**src/rtl/lc3_mem_ctrl.sv**
```systemverilog
// rtl/lc3_mem_ctrl.sv - LC-3 MAR/MDR memory cycle controller with SRAM port and device page
//
// Ports:
//   clk, rst                 rising-edge clock, asynchronous active-high reset
//   mio_en, r_w              access request (level) and direction (1 = write)
//   mar, mdr_wdata           access address and write data
//   rdata, ready             registered read data and one-cycle completion strobe (R)
//   sram_en, sram_we         one-cycle SRAM enable and its write qualifier
//   sram_addr, sram_wdata    SRAM address / write data, held after the access
//   sram_rdata               SRAM read data, valid the cycle after sram_en
//   kbd_data, kbd_valid      keyboard character side port
//   kbd_ack                  one-cycle pulse when a character is latched into KBDR
//   dsp_data, dsp_valid      display character side port
//   dsp_ready                display accepts the pending character
//   kbd_irq, dsp_irq         status-ready AND interrupt-enable for each device

module lc3_mem_ctrl #(
  parameter int WAIT_CYCLES = 2
) (
  input  logic        clk,
  input  logic        rst,
  input  logic        mio_en,
  input  logic        r_w,
  input  logic [15:0] mar,
  input  logic [15:0] mdr_wdata,
  output logic [15:0] rdata,
  output logic        ready,
  output logic        sram_en,
  output logic        sram_we,
  output logic [15:0] sram_addr,
  output logic [15:0] sram_wdata,
  input  logic [15:0] sram_rdata,
  input  logic [7:0]  kbd_data,
  input  logic        kbd_valid,
  output logic        kbd_ack,
  output logic [7:0]  dsp_data,
  output logic        dsp_valid,
  input  logic        dsp_ready,
  output logic        kbd_irq,
  output logic        dsp_irq
);

  localparam logic [15:0] ADDR_KBSR = 16'hFE00;
  localparam logic [15:0] ADDR_KBDR = 16'hFE02;
  localparam logic [15:0] ADDR_DSR  = 16'hFE04;
  localparam logic [15:0] ADDR_DDR  = 16'hFE06;
  localparam logic [7:0]  CNT_INIT  = 8'(WAIT_CYCLES - 1);

  typedef enum logic [1:0] {
    ST_IDLE,
    ST_WAIT,
    ST_DONE
  } state_t;

  state_t      state;
  logic [7:0]  cnt;
  logic        lat_we;
  logic        kbsr_rdy;
  logic        kbsr_ie;
  logic        dsr_ie;
  logic [7:0]  kbdr;

  logic        dev_access;
  logic        dev_rd;
  logic        dev_wr;
  logic        kbdr_rd;
  logic [15:0] dev_rdata;

  // Device accesses complete in the IDLE cycle that accepts them, so the
  // decode works on the live request rather than on latched copies.
  assign dev_access = (state == ST_IDLE) && mio_en && (mar[15:8] == 8'hFE);
  assign dev_rd     = dev_access && !r_w;
  assign dev_wr     = dev_access && r_w;
  assign kbdr_rd    = dev_rd && (mar == ADDR_KBDR);

  always_comb begin
    dev_rdata = 16'h0000;
    case (mar)
      ADDR_KBSR: dev_rdata = {kbsr_rdy, kbsr_ie, 14'b0};
      ADDR_KBDR: dev_rdata = {8'h00, kbdr};
      ADDR_DSR:  dev_rdata = {~dsp_valid, dsr_ie, 14'b0};
      ADDR_DDR:  dev_rdata = {8'h00, dsp_data};
      default:   dev_rdata = 16'h0000;
    endcase
  end

  assign kbd_irq = kbsr_rdy & kbsr_ie;
  assign dsp_irq = ~dsp_valid & dsr_ie;

  always_ff @(posedge clk or posedge rst) begin
    if (rst) begin
      state      <= ST_IDLE;
      cnt        <= 8'd0;
      lat_we     <= 1'b0;
      rdata      <= 16'h0000;
      ready      <= 1'b0;
      sram_en    <= 1'b0;
      sram_we    <= 1'b0;
      sram_addr  <= 16'h0000;
      sram_wdata <= 16'h0000;
      kbsr_rdy   <= 1'b0;
      kbsr_ie    <= 1'b0;
      dsr_ie     <= 1'b0;
      kbdr       <= 8'h00;
      kbd_ack    <= 1'b0;
      dsp_valid  <= 1'b0;
      dsp_data   <= 8'h00;
    end else begin
      ready   <= 1'b0;
      sram_en <= 1'b0;
      sram_we <= 1'b0;

      case (state)
        ST_IDLE: begin
          if (mio_en) begin
            lat_we <= r_w;
            if (mar[15:8] == 8'hFE) begin
              if (!r_w) begin
                rdata <= dev_rdata;
              end
              ready <= 1'b1;
              state <= ST_DONE;
            end else begin
              sram_en    <= 1'b1;
              sram_we    <= r_w;
              sram_addr  <= mar;
              sram_wdata <= mdr_wdata;
              cnt        <= CNT_INIT;
              state      <= ST_WAIT;
            end
          end
        end

        ST_WAIT: begin
          if (cnt == 8'd0) begin
            if (!lat_we) begin
              rdata <= sram_rdata;
            end
            ready <= 1'b1;
            state <= ST_DONE;
          end else begin
            cnt <= cnt - 8'd1;
          end
        end

        ST_DONE: begin
          state <= ST_IDLE;
        end

        default: begin
          state <= ST_IDLE;
        end
      endcase

      // Keyboard: a KBDR read in flight suppresses latching on the same edge,
      // so the clear always wins and a held kbd_valid re-latches one cycle later.
      kbd_ack <= 1'b0;
      if (kbdr_rd) begin
        kbsr_rdy <= 1'b0;
      end else if (!kbsr_rdy && kbd_valid) begin
        kbdr     <= kbd_data;
        kbsr_rdy <= 1'b1;
        kbd_ack  <= 1'b1;
      end

      if (dev_wr && (mar == ADDR_KBSR)) begin
        kbsr_ie <= mdr_wdata[14];
      end
      if (dev_wr && (mar == ADDR_DSR)) begin
        dsr_ie <= mdr_wdata[14];
      end

      // Display: the DDR write sees the pre-edge dsp_valid, so a write that
      // coincides with the handshake is dropped rather than queued.
      if (dsp_valid && dsp_ready) begin
        dsp_valid <= 1'b0;
      end else if (dev_wr && (mar == ADDR_DDR) && !dsp_valid) begin
        dsp_data  <= mdr_wdata[7:0];
        dsp_valid <= 1'b1;
      end
    end
  end

endmodule
```
**config.mk**
```make
export PLATFORM = sky130hd
export DESIGN_NAME = lc3_mem_ctrl
export DESIGN_NICKNAME = d
export VERILOG_FILES = /design/src/rtl/lc3_mem_ctrl.sv
export SDC_FILE = /design/constraint.sdc
export NUM_CORES = 1
export LEC_CHECK = 0
export ABC_AREA = 0
export BUFFER_PORTS_ARGS = -buffer_cell sky130_fd_sc_hd__buf_2
export CORE_MARGIN = 4
export CORE_UTILIZATION = 26
export DETAILED_ROUTE_END_ITERATION = 8
export HOLD_SLACK_MARGIN = 0.15
export PLACE_DENSITY = 0.49
export SETUP_SLACK_MARGIN = 0.15
export SYNTH_ARGS = -nofsm -noshare
export SYNTH_HDL_FRONTEND = slang
export SYNTH_SLANG_ARGS = --single-unit
```
**constraint.sdc**
```tcl
create_clock -name clk -period 5.1 [get_ports clk]
set_input_delay 0 -clock clk [delete_from_list [all_inputs] [get_ports clk]]
set_output_delay 0 -clock clk [all_outputs]
set_load 0.05 [all_outputs]
```
# Yosys cells after proc, flatten, opt, wreduce, memory -nomap -nowiden
# Index checks and enable logic that the tools add are counted.
# Widths: inputs -> output; s select.
# word_totals
ff_bits	83
in_bits	62
out_inout_bits	63
elab_cells	93
# op_classes
add_sub_neg	1
eq_ne	13
mux	31
n_bitwise	6
n_reduce_logical	26
# ops
op	count
$mux 16	5
$eq 16x16->1 const B	4
$pmux 16 s4	1
$pmux 16 s2	1
$mux 8	3
$pmux 8 s2	1
$mux 1	15
$ne 2x2->1 const B	6
$logic_and 1x1->1	11
$eq 8x8->1 const B	1
$logic_not 8->1	1
$reduce_and 2->1	4
$sub 8x1->8 const B	1
$mux 2	3
$reduce_and 6->1	1
$reduce_bool 2->1	3
$not 1->1	4
$pmux 2 s2	1
$reduce_and 4->1	1
$logic_not 1->1	3
$reduce_and 3->1	1
$and 1x1->1	2
$eq 2x1->1 const B	1
$logic_not 2->1	1
other kinds (2)	2

# Logic depth before layout (Yosys ltp)
# Gate-level depths: netlist of run 1.
# logic_depth
ltp_word	8
ltp_mapped	7
depth_no_buf	6

# Worst setup path before layout of run 1
# No wires, ideal clock.
# synth_timing
kind	register to register
startpoint	register state[1]
endpoint	register kbdr[0]
setup_ps	125
arrival_ps	1894
required_ps	4975
setup_slack_ps	3081
stages_incl_launch_ff	5
path_buffers	0
period_less_slack_ps	2019
cell_sequence	dfrtp_1 -> or3b_1 -> or3_4 -> o311ai_4 -> mux2_2
# synth_via
elab_chain_len	7
# synth_rtl
item	line_no	source
start: declaration	55	state_t state;
start signal: assignment	92	state <= ST_IDLE;
start signal: assignment	122	state <= ST_DONE;
start signal: assignment	129	state <= ST_WAIT;
$logic_not 2->1	71	assign dev_access = (state == ST_IDLE) && mio_en && (mar[15:8] == 8'hFE);
$logic_and 1x1->1 (2 in series)	71	
$logic_and 1x1->1	72	assign dev_rd = dev_access && !r_w;
$logic_and 1x1->1	74	assign kbdr_rd = dev_rd && (mar == ADDR_KBDR);
$not 1->1 (no source line)	--	
$reduce_and 2->1 (no source line)	--	
end signal: assignment	161	kbdr <= kbd_data;
end: declaration	61	logic [7:0] kbdr;
# No other way between the ends.
# A chain may end at the register's enable or synchronous reset.

# Worst setup path after layout of run 1
# layout_timing
startpoint	input mar[0]
endpoint	register kbdr[7]
# layout_via
elab_chain_len	4
# layout_rtl
item	line_no	source
start: declaration	24	input logic [15:0] mar,
$eq 16x16->1	74	
$logic_and 1x1->1	74	
$not 1->1 (no source line)	--	
$reduce_and 2->1 (no source line)	--	
# No other way between the ends.

==> metrics.md, run 1 <==
| Metric | Value |
|---|---|
| Combinational share of power | 0.478 |
| Fillers | 1,368 |
| Vias | 2,971 |
| Clk pwr share | 0.209 |
| CTS tree | yes |
| RePlAce Congestion | 0.788 |
| Remaining DRCs | 0 |
| Worst skew pair latency | 350 ps |
| Slew @ Worst Pin | 1080 ps |
| Final min period | 3180 ps |
| Synth cell types | 45 |
| Routed length on met2 | 5.30 mm |
| Cell area after layout | 5500 um^2 |
| Delay of the slowest critical-path stage | 650 ps |
| Routed WL | 10.4 mm |
| NetSw | 1.49 mW |
| Die X | 127 um |
| Worst hold path type | in -> reg |
| Leakage | 2.63 nW |
| Post-synth EDFFs | 0 |
| Antenna violations before repair | 1 |
| Register area share after synthesis | 0.569 |
| Max transition margin | 0.282 |
| Worst Setup Start Kind | input port |
| Worst ir drop on vdd | 0.325 mV |
| CP top delay family | buffers and inverters |
| Final setup viols | 0 |
| CTS H-tree lvls | 3 |
| Yosys warning count | 0 |
| Maxcap violations | 0 |
| Area after DPL | 4480 um^2 |
| WL met3 | 519 um |
| Synth Cell Area | 3650 um^2 |
| Area Overhead vs Synth | 50.7% |
| Total die area | 16,000 um^2 |
| Grt ovf | 0 |
| Largest net degree at the start of global routing | 83 |
| Clk_skew | 7.69 ps |
| Critical path cell sequence | dlygate4sd3_1 -> buf_2 -> nor4_2 -> dlygate4sd3_1 -> nand2_1 -> o311ai_4 -> mux2_2 -> dlygate4sd3_1 |
| Inserted Diodes | 0 |
| Vias in the first global route | 3,221 |
| Port bufs | 124 |
| Worst Path Buf+Inv | 4 |
| Req. time, crit path | 5330 ps |
| Starting DRT DRC Count | 163 |
| Clock transition at path regs | 70 ps |
| Crit Path Class | in -> reg |
| Clock Tree Root | clkbuf_16 |
| Peak Freq | 315 MHz |
| Core Rows | 43 |
| Synth async-reset ratio | 1.00 |
| Post-CTS sizing | 0 |
| Syn_area_per_cell | 12.9 um^2 |
| All-Layer GR Usage | 0.136 |
| Pwr Total | 3.26 mW |
| Setup Buffers After CTS | 0 |
| CTS Buf Count | 9 |
| Crit-path max FO | 9 |
| Internal | 1.77 mW |
| Final slew viol count | 0 |
| Crit-path slowest cell | dlygate4sd3_1 |
| Routed vias/inst | 4.49 |
| Die height | 127 um |
| CP Capture Type | flop |
| Max clock buf depth | 2 |
| Detail Route Antenna Nets | 0 |
| Sw frac | 0.457 |
| Final hold viol count | 0 |
| First-pass detailed-route iteration total | 4 |
| Top Layer Used | met5 |
| Most frequent cells in the layout | 124 x buf_2, 83 x dfrtp_1, 71 x dlygate4sd3_1 |
| Starting Density | 0.264 |
| First-pass GRT wire length | 16.9 mm |
| Cell mode on critical path | dlygate4sd3_1 |
| RSZ-0062 raised after global routing | false |
| Layout cells sized above 1 | 0.450 |
| Avg WL per Cell | 15.7 um |
| CP arrival | 3410 ps |
| Final period util | 0.623 |
| Predominant post-synthesis flop cell | dfrtp_1 |
| Share of power burned in registers | 0.313 |
| Number of synthesized register bits | 83 |
| Ports | 125 |
| Hpwl dp | 6.93 mm |
| Clock sink total | 83 |
| Most common cell after layout, fill and taps aside | buf_2 |
| Areal power density over the cells | 593 nW/um^2 |
| Setup TNS | 0 ps |
| Nets | 540 |
| Cells after synthesis | 282 |
| M1 WL | 4.33 mm |
| Core area | 13,800 um^2 |
| Net Count, Synth | 345 |
| Outcome | complete, no violations |
logic make-up after synthesis:
logic type | synth area share
muxes | 0.210
AOI/OAI and AO/OA | 0.0785
DFF | 0.569
and+or+nand+nor | 0.100
xor gates and xnor gates | 0.0144
buffers and inverters | 0.0247
adders and majority gates | 0.00343
power by group through the flow:
stage / Sequential (mW) / Clock (mW) / Combinational, mW
finish: 1.02 / 0.681 / 1.56
detailed placement: 1.03 / 0 / 1.53
global placement: 1.02 / 0 / 1.52
CTS: 1.02 / 0.711 / 1.58
floorplan: 1.66 / 0 / 0.530
global route: 1.05 / 0.736 / 1.67
worst register-to-register path: stages (launching register included):
cell	delay, ps
dfrtp_1	420
or3b_1	470
or3_4	380
o311ai_4	490
mux2_2	400
dlygate4sd3_1	560
synth_stat cells (2+ instances only):
| master | number | area, um^2 |
|---|---|---|
| dfrtp_1 | 83 | 2080 |
| mux2_2 | 60 | 676 |
| nand2_1 | 22 | 82.6 |
| o31ai_1 | 16 | 120 |
| nor2_1 | 11 | 41.3 |
| mux2i_1 | 9 | 90.1 |
| inv_1 | 8 | 30.0 |
| o21ai_0 | 8 | 40.0 |
| clkbuf_1 | 7 | 26.3 |
| buf_2 | 6 | 30.0 |
| a21oi_1 | 5 | 25.0 |
| xnor2_1 | 5 | 43.8 |
| a2111oi_0 | 2 | 17.5 |
| a211oi_1 | 2 | 15.0 |
| nand2b_1 | 2 | 12.5 |
| nand4_1 | 2 | 12.5 |
| nor2b_1 | 2 | 12.5 |
| nor3b_1 | 2 | 15.0 |
| nor4_1 | 2 | 12.5 |
| nor4_2 | 2 | 25.0 |
| or3_1 | 2 | 12.5 |
layout make-up:
| class | count | area (um^2) | area share |
|---|---|---|---|
| Sequential cell | 83 | 2080 | 0.378 |
| Multi-Input combinational cell | 177 | 1500 | 0.273 |
| Timing Repair Buffer | 198 | 1350 | 0.246 |
| Inverter | 8 | 31.3 | 0.00569 |
| Tap cell | 180 | 225 | 0.0409 |
| Clock buffer | 10 | 239 | 0.0434 |
| Clock inverter | 6 | 72.6 | 0.0132 |
sequential cells by signal (all words and copies together) (netlist names), 2 cells and up:
register	cells
sram_wdata	16
kbdr	8
cnt	8
sram_addr	16
rdata	16
dsp_data	8
state	2
metrics by stage:
stage | setup slack [ps] | util | cells | hold WS [ps]
CTS | 1920 | 0.398 | 662 | 215
detailed placement | 2860 | 0.324 | 575 | -158
floorplan | 2960 | - | 282 | 123
finish | 1920 | 0.398 | 662 | 231
global route | 1790 | 0.398 | 662 | 229
global placement | 2870 | 0.324 | 575 | -159
per-layer routing:
metal / vias to the layer above / global-route usage
li1: 1405 / -
met3: 19 / 0.0488
met4: 2 / 0.0448
met1: 1464 / 0.158
met5: - / 0
met2: 81 / 0.233
worst paths after layout:
path / start / to / slack (ps) / depth (start not counted)
min: mar[2] / sram_addr[2] / 230 / 2
max reg2reg: state[1] / kbdr[7] / 2280 / 5
min reg2reg: lat_we / lat_we / 490 / 2
max: mar[0] / kbdr[7] / 1920 / 8
min in group asynchronous: rst / sram_wdata[11] / 610 / 4
max in group asynchronous: rst / sram_en / 3270 / 5
repair_timing:
action,CTS,global route
hold endpoints to repair,153,0
endpoints found under the setup margin,0,0
hold buffers,71,0
Note: power is estimated with default switching activity, not from simulation.
==> run 2: changes to the inputs <==
--- a/config.mk
+++ b/config.mk
@@ -5,7 +5,7 @@
 export SDC_FILE = /design/constraint.sdc
 export NUM_CORES = 1
 export LEC_CHECK = 0
-export ABC_AREA = 0
+export ABC_AREA = 1
 export BUFFER_PORTS_ARGS = -buffer_cell sky130_fd_sc_hd__buf_2
 export CORE_MARGIN = 4
 export CORE_UTILIZATION = 26
==> constraint.sdc (replaced) <==
create_clock -name clk -period 3.1 [get_ports clk]
set_input_delay 0 -clock clk [delete_from_list [all_inputs] [get_ports clk]]
set_output_delay 0 -clock clk [all_outputs]
set_load 0.05 [all_outputs]
==> metrics.md, run 2 <==
| Metric | Value |
|---|---|
| Outcome | complete, no violations |
| Die X | 130 um |
| Crit-path max FO | 27 |
| Starting Density | 0.265 |
| Remaining DRCs | 0 |
| CTS H-tree lvls | 3 |
| Post-CTS sizing | 0 |
| RSZ-0062 raised after global routing | false |
| Vias in the first global route | 3,733 |
| Delay of the slowest critical-path stage | 550 ps |
| Core Rows | 44 |
| Total die area | 16,800 um^2 |
| Synth Cell Area | 3850 um^2 |
| Starting DRT DRC Count | 160 |
| Worst ir drop on vdd | 0.469 mV |
| RePlAce Congestion | 0.740 |
| Yosys warning count | 0 |
| Max clock buf depth | 2 |
| Fin util | 0.383 |
| Clock sink total | 83 |
| Synth area leader | dfrtp_1 |
| Setup Buffers After CTS | 0 |
| Cells after synthesis | 470 |
| CP Capture Type | flop |
| Max transition margin | 0.575 |
| CTS Buf Count | 9 |
| Worst skew pair latency | 350 ps |
| Maxcap violations | 0 |
| Area Overhead vs Synth | 44.4% |
| Syn_area_per_cell | 8.20 um^2 |
| Routed vias/inst | 4.32 |
| Core area | 14,500 um^2 |
| Req. time, crit path | 3330 ps |
| Grt ovf | 0 |
| Ports | 125 |
| Areal power density over the cells | 927 nW/um^2 |
| Hold buffer count at CTS | 62 |
| CP top delay family | buffers and inverters |
| Synth top cells by count | 211 x nand2_1, 83 x dfrtp_1, 30 x inv_1, 26 x nand3_1, 25 x nor2_1 |
| Top post-synthesis cells by area | dfrtp_1 54%, nand2_1 21%, nand3_1 3.4% |
| Avg WL per Cell | 13.2 um |
| Vias | 3,653 |
| Worst Setup Start Kind | input port |
| Final hold viol count | 0 |
| Crit-path slowest cell | dlygate4sd3_1 |
| Area share of the largest cell type after synthesis | 0.539 |
| Clk_skew | 6.57 ps |
| Port bufs | 124 |
| Synth cell types | 32 |
| Largest regs | rdata x16, sram_addr x16, sram_wdata x16 |
| Clock transition at path regs | 60 ps |
| Leakage | 3.10 nW |
| CP arrival | 2500 ps |
| Net Count, Synth | 533 |
| Most frequent cells in the layout | 211 x nand2_1, 124 x buf_2, 83 x dfrtp_1 |
| Largest net degree at the start of global routing | 32 |
| Most common cell in the netlist | nand2_1 |
| First-pass GRT wire length | 18.3 mm |
| Worst hold path type | in -> reg |
| Worst Path Buf+Inv | 5 |
| Antenna violations before repair | 0 |
| Final slew viol count | 0 |
| Slew @ Worst Pin | 637 ps |
| CTS tree | yes |
| Clock Tree Root | clkbuf_16 |
| Register area share after synthesis | 0.539 |
| Final min period | 2270 ps |
| Final setup viols | 0 |
| Post-synth EDFFs | 0 |
| Detail Route Antenna Nets | 0 |
| Synth async-reset ratio | 1.00 |
| Peak Freq | 440 MHz |
| Nets | 719 |
| Critical path cell sequence | dlygate4sd3_1 -> buf_2 -> inv_1 -> nand4_4 -> nor2_8 -> nand3_2 -> o21ai_4 -> inv_4 -> nand2_1 -> nand2_1 -> dlygate4sd3_1 |
| Setup TNS | 0 ps |
| Die height | 130 um |
| Routed WL | 11.2 mm |
| Crit Path Class | in -> reg |
| Number of synthesized register bits | 83 |
| Fillers | 1,534 |
| Predominant post-synthesis flop cell | dfrtp_1 |
| Layout cells sized above 1 | 0.271 |
| Hpwl dp | 8.12 mm |
| Inserted Diodes | 0 |
| Pwr Total | 5.16 mW |
| Final period util | 0.733 |
| First-pass detailed-route iteration total | 5 |
| All-Layer GR Usage | 0.140 |
| Most common cell after layout, fill and taps aside | nand2_1 |
[run 2: power by group]
part / internal [mW] / total (mW) / switching, mW
clock network: 0.646 / 1.09 / 0.449
registers: 1.44 / 1.64 / 0.202
logic: 0.591 / 2.42 / 1.83
total: 2.68 / 5.16 / 2.48
[run 2: tightest hold or removal path, delay by kind of cell]
kind	cells	cell delay, ps
compound gates	1	90
buf+inv	2	210
simple gates	1	170
[run 2: cell type report]
type                            count  area, um^2  share of cell area
Clock buffer                       12         246              0.0443
Clock inverter                      4        50.0             0.00899
Inverter                           38         146              0.0263
Multi-Input combinational cell    334        1540               0.277
Sequential cell                    83        2080               0.373
Tap cell                          184         230              0.0414
Timing Repair Buffer              190        1270               0.228
[run 2: path summary, 6_finish.rpt]
check	from	endpoint	slack (ps)	cells past startpoint
worst max-delay path	mar[8]	kbdr[6]	830	11
min in group asynchronous	rst	sram_wdata[12]	220	3
max in group asynchronous	rst	rdata[5]	2080	4
worst max register to register	state[1]	rdata[5]	830	8
worst min register to register	sram_addr[0]	sram_addr[0]	470	2
worst min-delay path	mio_en	lat_we	170	4
[run 2: cells by family after synthesis]
group,count (synthesis),share of synthesized area
AO/OA/AOI/OAI,46,0.0737
flip-flops,83,0.539
AND/OR/NAND/NOR,287,0.324
buffers and inverters,53,0.0607
adder cells (fa/ha/maj),1,0.00325
[run 2: metal layers]
layer	up-vias	global-route usage	share of wire
met3	17	0.0385	0.055
li1	1840	-	-
met1	1707	0.165	0.42
met4	0	0.0532	0.019
met2	89	0.243	0.50
met5	-	0	0
[run 2: per-stage QoR]
step,hold slack (ps),cell area [um^2],std cells,setup WS [ps]
detailed placement,71.7,4650,767,819
floorplan,80.6,3850,470,963
global placement,60.4,4650,767,900
global route,193,5570,845,546
CTS,152,5570,845,814
finish,175,5570,845,829
==> run 3: changes to the inputs <==
==> constraint.sdc (replaced) <==
create_clock -name clk -period 2.12 [get_ports clk]
set_input_delay 0 -clock clk [delete_from_list [all_inputs] [get_ports clk]]
set_output_delay 0 -clock clk [all_outputs]
set_load 0.05 [all_outputs]
==> metrics.md, run 3 (synthesis gave the netlist of run 2 again) <==
| Metric | Value |
|---|---|
| Min-delay src | mio_en |
| Ports | 125 |
| Worst R2R Start | cnt[0] |
| Most frequent cells in the layout | 211 x nand2_1, 124 x buf_2, 83 x dfrtp_1 |
| Fillers | 1,523 |
| Clock transition at path regs | 60 ps |
| WL met3 | 417 um |
| Die height | 130 um |
| Total die area | 16,800 um^2 |
| Leakage | 3.11 nW |
| Setup Buffers After CTS | 0 |
| Peak Freq | 533 MHz |
| First-pass GRT wire length | 18.5 mm |
| Final period util | 0.886 |
| Max transition margin | 0.628 |
| Req. time, crit path | 2340 ps |
| Largest regs | rdata x16, sram_addr x16, sram_wdata x16 |
| Share of power burned in registers | 0.324 |
| Remaining DRCs | 0 |
| Clock sink total | 83 |
| Vias | 3,621 |
| Clock Tree Root | clkbuf_16 |
| Detail Route Antenna Nets | 0 |
| Port bufs | 124 |
| Hold path depth | 5 |
| Worst skew pair latency | 340 ps |
| Nets | 725 |
| Reg2reg setup slack | 360 ps |
| Clk_skew | 3.86 ps |
| Slew @ Worst Pin | 557 ps |
| Outcome | complete, no violations |
| Worst Reg-to-Reg Cells | 7 |
| RSZ-0062 raised after global routing | true |
| CTS Buf Count | 9 |
| RePlAce Congestion | 0.788 |
| M1 WL | 4.97 mm |
| Crit Path Class | in -> reg |
| CP Capture Type | flop |
| Largest net degree at the start of global routing | 28 |
| Area Overhead vs Synth | 44.9% |
| Hpwl dp | 8.13 mm |
| Worst reg2reg endpoint | rdata[8] |
| Clk pwr share | 0.187 |
| All-Layer GR Usage | 0.139 |
| Layout cells sized above 1 | 0.275 |
| Combinational share of power | 0.490 |
| Max clock buf depth | 2 |
| Avg WL per Cell | 13.2 um |
| Inserted Diodes | 0 |
| Area after DPL | 4700 um^2 |
| Hold Path End | state[1] |
| NetSw | 3.61 mW |
| Worst hold path type | in -> reg |
| Top Layer Used | met4 |
| Die X | 130 um |
| Setup TNS | 0 ps |
| Routed vias/inst | 4.27 |
| Core Rows | 44 |
| Cell area after layout | 5590 um^2 |
| Starting DRT DRC Count | 169 |
| Grt ovf | 0 |
| Crit-path max FO | 14 |
| Maxcap violations | 0 |
| Internal | 3.82 mW |
| Worst ir drop on vdd | 0.862 mV |
| Areal power density over the cells | 1330 nW/um^2 |
| CTS H-tree lvls | 3 |
| Core area | 14,500 um^2 |
| Worst Setup Start Kind | input port |
| Antenna violations before repair | 0 |
| Starting Density | 0.265 |
| CP arrival | 2090 ps |
| Most common cell after layout, fill and taps aside | nand2_1 |
| Routed length on met2 | 5.58 mm |
| First-pass detailed-route iteration total | 6 |
| Routed WL | 11.2 mm |
| Final slew viol count | 0 |
| Vias in the first global route | 3,722 |
| Final min period | 1880 ps |
| Sw frac | 0.485 |
| Final setup viols | 0 |
| Final hold viol count | 0 |
| CTS tree | yes |
run 3: cell types whose count changed in the layout (fill, tap and decap cells not counted), sizes merged:
cell,change
buf,+5
bufinv,-1
clkbuf,-1
nor2,+1
run 3: worst max path at each step:
stage / startpoint / to / slack, ps / cells past startpoint
final: mar[8] / kbsr_rdy / 240 / 8
after floorplan: cnt[0] / rdata[10] / 630 / 8
after detailed placement: cnt[0] / rdata[8] / 370 / 7
after global placement: cnt[0] / rdata[12] / 410 / 7
after CTS: mar[8] / kbsr_rdy / 210 / 8
after global routing: mar[8] / kbsr_rdy / 130 / 8
run 3: critical path, stage by stage:
cell           delay (ps)
dlygate4sd3_1         540
buf_2                 120
inv_1                  90
nand4_4               170
nor2_8                280
nand3_2               140
o22a_1                190
dlygate4sd3_1         550
run 3: area by class of cell:
type | count | area, um^2 | share of cell area
inverters | 38 | 149 | 0.0267
multi-input cells | 335 | 1560 | 0.278
flip-flops and latches | 83 | 2080 | 0.372
clock inverters | 3 | 17.5 | 0.00314
repair buffers | 195 | 1330 | 0.237
clock buffers | 11 | 233 | 0.0417
well taps | 184 | 230 | 0.0412
run 3: repair_timing:
item / in CTS / in global routing
resized for setup: 0 / 1
endpoints found under the hold margin: 116 / 0
hold buffers: 62 / 0
setup endpoints to repair: 0 / 1
run 3: through the flow:
| stage | instances | setup WS (ps) | hold WS [ps] | total power [mW] | utilization |
|---|---|---|---|---|---|
| floorplan | 470 | 633 | 80.6 | 5.10 | - |
| global placement | 772 | 408 | 75.5 | 5.94 | 0.323 |
| detailed placement | 772 | 367 | 87.6 | 5.98 | 0.323 |
| CTS | 848 | 206 | 186 | 7.51 | 0.383 |
| global route | 849 | 125 | 214 | 7.92 | 0.384 |
| finish | 849 | 242 | 200 | 7.43 | 0.384 |
run 3: layer usage:
| layer | global-route usage | vias to the layer above |
|---|---|---|
| met5 | 0 | - |
| met4 | 0.0544 | 0 |
| met3 | 0.0307 | 16 |
| met2 | 0.231 | 79 |
| met1 | 0.176 | 1673 |
| li1 | - | 1853 |
run 3: power by group through the flow:
stage,sequential (mW),clock [mW],combinational (mW)
4_1_cts,2.41,1.44,3.66
5_1_grt,2.47,1.49,3.95
3_3_place_gp,2.42,0,3.53
3_5_place_dp,2.43,0,3.55
6_report,2.41,1.39,3.64
2_1_floorplan,3.81,0,1.30
